**src/rtl/map_tile_arbiter.sv**
```systemverilog
// Map tile arbiter: shares the single-port map BRAM between the video fetch
// path, which always has priority, and physics tile lookups, which are only
// served while video is idle (blanking).
//
// state | meaning
// ------+-----------------------------------------------------------------
// IDLE  | ready for a physics request (phys_ready_out high)
// PEND  | request latched, waiting for a free BRAM cycle (or skipped if OOB)
// WAIT  | two-cycle BRAM read latency, tile captured on the second cycle
// RESP  | phys_rvalid_out strobe for one cycle
module map_tile_arbiter #(
    parameter int unsigned WIDTH    = 160,
    parameter int unsigned HEIGHT   = 90,
    parameter logic [3:0]  OOB_TILE = 4'h1,
    localparam int unsigned ADDR_W  = $clog2(WIDTH * HEIGHT)
) (
    input  logic              pixel_clk_in,
    input  logic              rst_in,
    input  logic              vid_active_in,
    input  logic [ADDR_W-1:0] vid_addr_in,
    input  logic              phys_valid_in,
    input  logic [7:0]        phys_x_in,
    input  logic [6:0]        phys_y_in,
    output logic              phys_ready_out,
    output logic              phys_rvalid_out,
    output logic [3:0]        phys_tile_out,
    output logic              phys_oob_out,
    output logic [ADDR_W-1:0] bram_addr_out,
    input  logic [3:0]        bram_dout_in
);

    typedef enum logic [1:0] {
        IDLE = 2'd0,
        PEND = 2'd1,
        WAIT = 2'd2,
        RESP = 2'd3
    } state_t;

    state_t            state_q, state_d;
    logic [ADDR_W-1:0] pend_addr_q, pend_addr_d;
    logic              pend_oob_q, pend_oob_d;
    logic              wait_cnt_q, wait_cnt_d;
    logic              ready_q, ready_d;
    logic              rvalid_q, rvalid_d;
    logic [3:0]        tile_q, tile_d;
    logic              oob_q, oob_d;

    logic [ADDR_W-1:0] req_addr;
    logic              req_oob;
    logic              issue;

    // Linear tile address and range check of the incoming coordinates.
    assign req_addr = ADDR_W'(phys_x_in) + ADDR_W'(phys_y_in) * ADDR_W'(WIDTH);
    assign req_oob  = (32'(phys_x_in) >= WIDTH) || (32'(phys_y_in) >= HEIGHT);

    // Physics only drives the BRAM in a free cycle; video wins any collision.
    assign issue         = (state_q == PEND) && !pend_oob_q && !vid_active_in;
    assign bram_addr_out = issue ? pend_addr_q : vid_addr_in;

    assign phys_ready_out  = ready_q;
    assign phys_rvalid_out = rvalid_q;
    assign phys_tile_out   = tile_q;
    assign phys_oob_out    = oob_q;

    // Next-state logic and response capture.
    always_comb begin
        state_d     = state_q;
        pend_addr_d = pend_addr_q;
        pend_oob_d  = pend_oob_q;
        wait_cnt_d  = wait_cnt_q;
        tile_d      = tile_q;
        oob_d       = oob_q;
        case (state_q)
            IDLE: begin
                if (phys_valid_in && ready_q) begin
                    state_d     = PEND;
                    pend_addr_d = req_addr;
                    pend_oob_d  = req_oob;
                end
            end
            PEND: begin
                // Out-of-range requests never touch the BRAM.
                if (pend_oob_q || !vid_active_in) begin
                    state_d    = WAIT;
                    wait_cnt_d = 1'b0;
                end
            end
            WAIT: begin
                if (wait_cnt_q) begin
                    wait_cnt_d = 1'b0;
                    tile_d     = pend_oob_q ? OOB_TILE : bram_dout_in;
                    oob_d      = pend_oob_q;
                    state_d    = RESP;
                end else begin
                    wait_cnt_d = 1'b1;
                end
            end
            RESP:    state_d = IDLE;
            default: state_d = IDLE;
        endcase
    end

    // Handshake outputs are registered and follow the next state.
    always_comb begin
        ready_d  = (state_d == IDLE);
        rvalid_d = (state_d == RESP);
    end

    // State and datapath registers.
    always_ff @(posedge pixel_clk_in or negedge rst_in) begin
        if (!rst_in) begin
            state_q     <= IDLE;
            pend_addr_q <= '0;
            pend_oob_q  <= 1'b0;
            wait_cnt_q  <= 1'b0;
            ready_q     <= 1'b0;
            rvalid_q    <= 1'b0;
            tile_q      <= 4'h0;
            oob_q       <= 1'b0;
        end else begin
            state_q     <= state_d;
            pend_addr_q <= pend_addr_d;
            pend_oob_q  <= pend_oob_d;
            wait_cnt_q  <= wait_cnt_d;
            ready_q     <= ready_d;
            rvalid_q    <= rvalid_d;
            tile_q      <= tile_d;
            oob_q       <= oob_d;
        end
    end

endmodule

```
**config.mk**
```make
export PLATFORM = sky130hd
export DESIGN_NAME = map_tile_arbiter
export DESIGN_NICKNAME = d
export VERILOG_FILES = /design/src/rtl/map_tile_arbiter.sv
export SDC_FILE = /design/constraint.sdc
export NUM_CORES = 1
export LEC_CHECK = 0
export BUFFER_PORTS_ARGS = -buffer_cell sky130_fd_sc_hd__buf_4
export CORE_MARGIN = 2
export CORE_UTILIZATION = 30
export DETAILED_ROUTE_END_ITERATION = 10
export HOLD_SLACK_MARGIN = 0.03
export PLACE_DENSITY = 0.51
export SLEW_MARGIN = 20
export SYNTH_ARGS = -nofsm -noshare
export SYNTH_HDL_FRONTEND = slang
export SYNTH_SLANG_ARGS = --single-unit
```
**constraint.sdc**
```tcl
create_clock -name pixel_clk_in -period 2.6 [get_ports pixel_clk_in]
set_clock_uncertainty 0.2 [all_clocks]
set_input_delay 0.39 -clock pixel_clk_in [delete_from_list [all_inputs] [get_ports pixel_clk_in]]
set_output_delay 0.39 -clock pixel_clk_in [all_outputs]
set_load 0.02 [all_outputs]
```
==> reports/results.ini, run 1 <==
[sta]
layout_min_cycle_time_ns=2.49
fmaxAchievable_mhz=401
tightest_slew_ns=0.546
hold_viol=0
worst_slack_ns=0.107
holdWs_ns=0.148
fin_crit_sh_pct=95.9
slew_viol_final=0
finalSetupViolations=0
relSlewSlack_pct=63.4
tns_ns=0
rsz0062_at_grt=no

[drt]
drt-pass1-iter-count=4
routed_wl_mm=3.73
drc=0
drt-initial-drc-count=50
via_per_inst=4.57
vias=1292
drt-wirelength-per-cell_um=13.2
postRouteAntennaNets=0

[clock_network]
path_clk_slew_ns=0.09
cts_setup_buffers=0
cts_tree=yes
htree_levels=1
cts_inserted_buffers=3
cts_sinks=25
cts_buffer_depth=2
ctsResizeCount=0
clockRootBuffer=clkbuf_8
ctsHoldBuffers=1
clk_latency_ns=0.27

[grt]
grt_max_degree=26
antenna_found_initial=0
grt_pass1_wl_mm=6.43
grt_overflow_total=0
grt_usage_pct=13.7
grt_pass1_vias=1382

[layout]
syn2layout_area_growth_pct=45.4
drive_above_1_share_pct=53.1
layout_common_cells=73 x buf_4, 25 x dfrtp_1, 24 x mux2_2
fin_area_um2=2290
n_antenna_cell=0
final_common_cell=buf_4
fill_cells=516
final_cells=283
nets=266
finalCoreUtilization_pct=45.1

[floorplan]
coreArea_um2=5070
die_y_um=76.4
io_pins=58
die_area_um2=5840
initial_core_util_pct=31.0
rows=26
dieWidth_um=76.4

[critical_path]
path_max_fanout=2
arrival_ns=2.46
worstSetupPathType=primary input to register
end_kind=register
required_ns=2.56
cp-start-kind=primary input

[outcome]
outcome=finished, final reports clean

[job]
drv_cap=0

[placed_design]
place_area_um2=2230
hpwlAfterDp_mm=3.06
dp_slack_ns=-0.190
routabilityCongestion=0.813
placedCellCount=278
io_buffers=57

[min_path]
hold_path_class=primary input to register

[synthesis]
syn_area_per_cell_um2=11.4
syn_inst=138
ys_types=35
syn_area_um2=1570
synth-main-ff-cell=dfrtp_1
ys_seq_elements=25
yosysSeqAreaShare_pct=39.8
synth_async_sr_flop_share_pct=100
synthesis.nets=190
synth_edf_count=0
yosysWarnings=0

[power]
worst_ir_drop_vdd_mv=0.295
power.total_mw=1.72
p_leak_nw=1.08
power_density_nw_per_um2=751

## logic make-up (layout without fill, tap and decap cells)
kind of cell,after synthesis,in the layout,synth area share [%]
and+or+nand+nor,32,32,10.3
AOI/OAI and AO/OA,27,27,11.1
xor gates and xnor gates,8,8,5.81
DFF,25,25,39.8
buffers and inverters,5,80,1.27
adders and majority gates,15,15,12.9
muxes,26,26,18.8
## per-layer routing
layer	vias up	global-route usage, %	wire length (um)	share of wire (%)
met5	-	0	0	0
li1	649	-	-	-
met2	30	23.5	1830	49
met1	609	17.5	1700	45
met3	4	2.61	154	4.1
met4	0	4.36	49	1.3
## where the power goes
part           switching (mW)  leakage [nW]  internal [mW]
clock                   0.128        0.0217          0.109
combinational           0.370         0.759          0.420
sequential              0.119         0.299          0.573
total                   0.617          1.08           1.10
## synthesized netlist by cell type (all sizes together) (2+ instances only)
library cell	instances	share of area, %
o21bai	2	0.95
o21ai	9	2.9
a21oi	6	1.9
dfrtp	25	40
inv	2	0.48
ha	13	10
clkbuf	2	0.48
nand2	8	1.9
a21o	2	0.95
fa	2	2.5
xor2	4	2.7
mux2	25	18
nor3	2	0.64
a211oi	2	1.3
nand2b	4	1.6
nor2	12	2.9
xnor2	3	1.7
## sequential cells by signal (all words and copies together) (netlist names)
name and flops:
phys_tile_out 4, phys_ready_out 1, phys_rvalid_out 1, pend_addr_q 14
wait_cnt_q 1, pend_oob_q 1, phys_oob_out 1, state_q 2
## final cells by class
type	instances	area, um2	share of cell area, %
clock inverter	1	7.51	0.328
inverter	2	7.51	0.328
multi-input combinational	108	960	42.0
sequential	25	626	27.4
tap	70	87.6	3.83
clock buffer	3	41.3	1.81
timing repair buffer	74	558	24.4
## path summary, 6_finish.rpt
path / cells after the start / start / slack, ns / end
min reg2reg: 2 / phys_tile_out[0]$_DFFE_PN0P_ / 0.30 / phys_tile_out[0]$_DFFE_PN0P_
max reg2reg: 3 / state_q[1]$_DFF_PN0_ / 0.73 / pend_addr_q[10]$_DFFE_PN0P_
min: 2 / phys_x_in[1] / 0.15 / pend_addr_q[1]$_DFFE_PN0P_
max: 9 / phys_y_in[1] / 0.11 / pend_addr_q[13]$_DFFE_PN0P_
min in group asynchronous: 2 / rst_in / 0.36 / phys_tile_out[2]$_DFFE_PN0P_
max in group asynchronous: 2 / rst_in / 1.60 / phys_tile_out[1]$_DFFE_PN0P_
## worst max-delay path, stage by stage
cell	delay, ns
buf_4	0.13
ha_4	0.23
ha_2	0.18
fa_2	0.40
a211oi_2	0.23
o22ai_1	0.11
nor4b_2	0.28
xnor3_1	0.25
mux2_4	0.26
No activity file was read; power rests on OpenSTA's default activity.
==> inputs of run 2 (changes only) <==
==> constraint.sdc (replaced) <==
create_clock -name pixel_clk_in -period 2.6 [get_ports pixel_clk_in]
set_clock_uncertainty 0.2 [all_clocks]
set_input_delay 0.13 -clock pixel_clk_in [delete_from_list [all_inputs] [get_ports pixel_clk_in]]
set_output_delay 0.13 -clock pixel_clk_in [all_outputs]
set_load 0.02 [all_outputs]
==> reports/results.ini, run 2 (synthesis results as in run 1) <==
[sta]
holdWs_ns=0.0241
rsz0062_at_grt=no
hold_viol=0
slew_viol_final=0
tightest_slew_ns=0.386
finalSetupViolations=0
layout_min_cycle_time_ns=2.48
fmaxAchievable_mhz=404
fin_crit_sh_pct=95.3
tns_ns=0
relSlewSlack_pct=74.0

[clock_network]
cts_tree=yes
cts_sinks=25
ctsResizeCount=0
clk_latency_ns=0.27
path_clk_slew_ns=0.09
htree_levels=1
cts_buffer_depth=2
cts_inserted_buffers=3
clockRootBuffer=clkbuf_8
cts_setup_buffers=0

[placed_design]
placedCellCount=271
io_buffers=57
routabilityCongestion=0.796
hpwlAfterDp_mm=3.09

[layout]
final_cells=288
fill_cells=532
final_common_cell=buf_4
n_antenna_cell=0
syn2layout_area_growth_pct=48.6
multi_input_area_um2=942
final-seq-area_um2=626
layout_common_cells=66 x buf_4, 25 x dfrtp_1, 24 x mux2_2
top_register=pend_addr_q
drive_above_1_share_pct=47.2
largest_register_ffs=14
finalCoreUtilization_pct=46.1
nets=271

[floorplan]
rows=26
die_area_um2=5840
die_y_um=76.4
io_pins=58
coreArea_um2=5070
initial_core_util_pct=31.0
dieWidth_um=76.4

[drt]
routed_wl_mm=3.89
drt-initial-drc-count=35
drt-wirelength-per-cell_um=13.5
postRouteAntennaNets=0
drc=0
drt-pass1-iter-count=4
via_per_inst=4.62
vias=1330

[critical_path]
end_kind=register
worstSetupPathType=primary input to register
arrival_ns=2.44
cp_top_family=adder cells
required_ns=2.56
path_common_cell=ha_1
crit_chain=buf_4 > ha_1 > ha_1 > fa_1 > a211oi_2 > o22ai_1 > nor4b_2 > xnor3_1 > mux2_4
path_buf_inv=1
cpPeakStageDelay_ns=0.45
slowest_stage=fa_1
path_max_fanout=2
cp-start-kind=primary input

[power]
power_frac_comb_pct=45.9
switching_power_mw=0.604
worst_ir_drop_vdd_mv=0.290
power_density_nw_per_um2=725
swShare_pct=35.7
power_frac_seq_pct=40.3
p_leak_nw=1.10
intPower_mw=1.09
clkPwrFrac_pct=13.7

[job]
drv_cap=0

[grt]
grt_usage_pct=13.5
grt_overflow_total=0
grt_max_degree=26
grt_pass1_vias=1407
grt_pass1_wl_mm=6.45
antenna_found_initial=0

[outcome]
outcome=finished, final reports clean

[min_path]
hold_path_class=primary input to register

-- run 2: cell types whose count changed in the layout (fill, tap and decap cells not counted), sizes merged --
cell         previous run  this run
buf                    73        66
dlygate4sd3             1        13
-- run 2: area by class of cell --
type | instances | share of cell area [%]
flip-flops and latches | 25 | 26.8
clock buffers | 3 | 1.77
well taps | 70 | 3.75
repair buffers | 79 | 26.8
clock inverters | 1 | 0.321
multi-input cells | 108 | 40.3
inverters | 2 | 0.321
-- run 2: path summary, 6_finish.rpt --
check	from	endpoint	slack [ns]	depth (start not counted)
worst max-delay path	phys_y_in[1]	pend_addr_q[13]$_DFFE_PN0P_	0.12	9
worst min register to register	wait_cnt_q$_DFFE_PN0P_	wait_cnt_q$_DFFE_PN0P_	0.28	1
min in group asynchronous	rst_in	phys_tile_out[0]$_DFFE_PN0P_	0.10	2
worst max register to register	state_q[0]$_DFF_PN0_	pend_addr_q[8]$_DFFE_PN0P_	1.02	3
worst min-delay path	phys_y_in[0]	pend_addr_q[5]$_DFFE_PN0P_	0.02	3
max in group asynchronous	rst_in	wait_cnt_q$_DFFE_PN0P_	1.84	2
-- run 2: per-stage QoR --
step	area, um2	total power, mW	setup slack [ns]
global route	2340	1.82	0.0203
CTS	2340	1.72	0.111
finish	2340	1.69	0.122
global placement	2160	1.44	-0.0956
floorplan	1580	1.17	0.0671
detailed placement	2160	1.47	-0.195
-- run 2: power by group through the flow --
| stage | combinational, mW | sequential [mW] | clock, mW |
|---|---|---|---|
| after floorplan | 0.457 | 0.710 | 0 |
| after global placement | 0.754 | 0.689 | 0 |
| after detailed placement | 0.772 | 0.696 | 0 |
| after CTS | 0.790 | 0.687 | 0.241 |
| after global routing | 0.858 | 0.711 | 0.255 |
| final | 0.779 | 0.683 | 0.233 |
-- run 2: routing by layer --
metal / up-vias / share of wire (%) / global-route usage, %
met5: - / 0 / 0
met2: 29 / 53 / 24.6
met1: 642 / 42 / 16.1
li1: 657 / - / -
met4: 0 / 1.2 / 4.55
met3: 2 / 3.6 / 2.25
-- run 2: repair_timing --
action	CTS	global route
endpoints found under the hold margin	36	0
hold buffers	13	0
endpoints found under the setup margin	0	0
-- run 2: worst register-to-register path: stages, from the launching register on --
cell and delay [ns]:
dfrtp_1 0.44, nor3_2 0.16, buf_4 0.29, mux2_2 0.38
==> inputs of run 3 (changes only) <==
==> constraint.sdc (replaced) <==
create_clock -name pixel_clk_in -period 2.4 [get_ports pixel_clk_in]
set_clock_uncertainty 0.2 [all_clocks]
set_input_delay 0.24 -clock pixel_clk_in [delete_from_list [all_inputs] [get_ports pixel_clk_in]]
set_output_delay 0.24 -clock pixel_clk_in [all_outputs]
set_load 0.02 [all_outputs]
==> reports/results.ini, run 3 (synthesis results as in run 1) <==
[clock_network]
path_clk_slew_ns=0.09
cts_setup_buffers=0
cts_tree=yes
cts_buffer_depth=2
clockRootBuffer=clkbuf_8
htree_levels=1
cts_sinks=25
cts_inserted_buffers=3
clk_latency_ns=0.26

[critical_path]
required_ns=2.36
end_kind=register
cpPeakStageDelay_ns=0.40
crit_chain=buf_4 > ha_4 > ha_4 > fa_2 > a211oi_2 > o22ai_1 > nor4b_2 > xnor3_1 > mux2_4
path_max_fanout=3
worstSetupPathType=primary input to register
arrival_ns=2.26
cp-start-kind=primary input
slowest_stage=fa_2
path_common_cell=ha_4

[drt]
drt-wirelength-per-cell_um=13.1
via_per_inst=4.51
vias=1299
drt-initial-drc-count=61
drt-met1-wl_mm=1.63
drc=0
routed.top_layer=met4
postRouteAntennaNets=0
routed_wl_mm=3.77
wl_met3_um=179
drt-pass1-iter-count=5
dr_wl_met2_mm=1.93

[sta]
hold_viol=0
layout_min_cycle_time_ns=2.31
relSlewSlack_pct=75.9
worst_slack_ns=0.0909
tns_ns=0
fin_crit_sh_pct=96.2
finalSetupViolations=0
fmaxAchievable_mhz=433
slew_viol_final=0
tightest_slew_ns=0.360
rsz0062_at_grt=yes

[power]
power_frac_comb_pct=46.8
power.total_mw=1.86
swShare_pct=35.4
power_frac_seq_pct=40.1
power_density_nw_per_um2=792
worst_ir_drop_vdd_mv=0.393
intPower_mw=1.20
switching_power_mw=0.660
p_leak_nw=1.10
clkPwrFrac_pct=13.2

[layout]
top_register=pend_addr_q
largest_register_ffs=14
nets=271
n_antenna_cell=0
finalCoreUtilization_pct=46.4
final-seq-area_um2=626
multi_input_area_um2=972
final_common_cell=buf_4
drive_above_1_share_pct=51.8
final_cells=288
layout_common_cells=71 x buf_4, 25 x dfrtp_1, 24 x mux2_2
fill_cells=506
syn2layout_area_growth_pct=49.6

[grt]
antenna_found_initial=0
grt_overflow_total=0
grt_pass1_wl_mm=6.53
grt_usage_pct=13.7
grt_pass1_vias=1395
grt_max_degree=26

[placed_design]
hpwlAfterDp_mm=3.06
routabilityCongestion=0.723
dp_slack_ns=-0.204
placedCellCount=278
io_buffers=57

[floorplan]
io_pins=58
initial_core_util_pct=31.0
dieWidth_um=76.4
die_area_um2=5840
die_y_um=76.4
rows=26
coreArea_um2=5070

[outcome]
outcome=finished, final reports clean

[job]
drv_cap=0

[min_path]
hold_path_class=primary input to register

run 3: changes by cell type in the layout (fill, tap and decap cells not counted), moves of 2 or more:
cell / previous run / this run
buf_4: 66 / 71
buf_6: 0 / 2
dlygate4sd3_1: 13 / 6
ha_1: 13 / 10
ha_4: 0 / 2
run 3: worst max-delay path, delay by kind of cell:
kind,cells,cell delay (ns)
fa+ha+maj,3,0.77
compound gates,2,0.34
simple gates,1,0.27
mux,1,0.26
xor+xnor,1,0.24
buf+inv,1,0.13
run 3: power groups by stage:
stage	sequential [mW]	clock, mW	combinational [mW]
floorplan	0.769	0	0.503
global placement	0.748	0	0.846
detailed placement	0.756	0	0.873
CTS	0.749	0.255	0.884
global route	0.779	0.272	0.967
finish	0.748	0.245	0.872
run 3: path summary, 6_finish.rpt:
path	cells past startpoint	from	slack (ns)	to
worst max register to register	3	state_q[1]$_DFF_PN0_	0.84	pend_addr_q[5]$_DFFE_PN0P_
worst min-delay path	3	bram_dout_in[0]	0.04	phys_tile_out[0]$_DFFE_PN0P_
worst max-delay path	9	phys_y_in[3]	0.09	pend_addr_q[13]$_DFFE_PN0P_
max in group asynchronous	2	rst_in	1.54	pend_addr_q[1]$_DFFE_PN0P_
min in group asynchronous	2	rst_in	0.22	phys_ready_out$_DFF_PN0_
worst min register to register	1	wait_cnt_q$_DFFE_PN0P_	0.29	wait_cnt_q$_DFFE_PN0P_
run 3: timing repair:
item                       4_1_cts  5_1_grt
hold buffers                     6        0
setup endpoints to repair        0       13
resized for setup                0        2
hold endpoints to repair        30        0
run 3: stage by stage:
| step | cell area, um2 | hold WS, ns |
|---|---|---|
| final | 2350 | 0.0356 |
| after global routing | 2350 | 0.0525 |
| after CTS | 2350 | 0.0403 |
| after detailed placement | 2240 | -0.0351 |
| after global placement | 2240 | -0.0395 |
| after floorplan | 1610 | -0.256 |
run 3: area by class of cell:
type | count | share of cell area, %
Clock buffer | 4 | 1.91
Inverter | 2 | 0.319
Multi-Input combinational cell | 108 | 41.3
Sequential cell | 25 | 26.6
Tap cell | 70 | 3.72
Timing Repair Buffer | 79 | 26.2
run 3: per-layer routing:
layer | track usage (%) | up-vias
met2 | 24.4 | 33
met3 | 2.73 | 2
met5 | 0 | -
met4 | 2.73 | 0
met1 | 17.1 | 608
li1 | - | 656
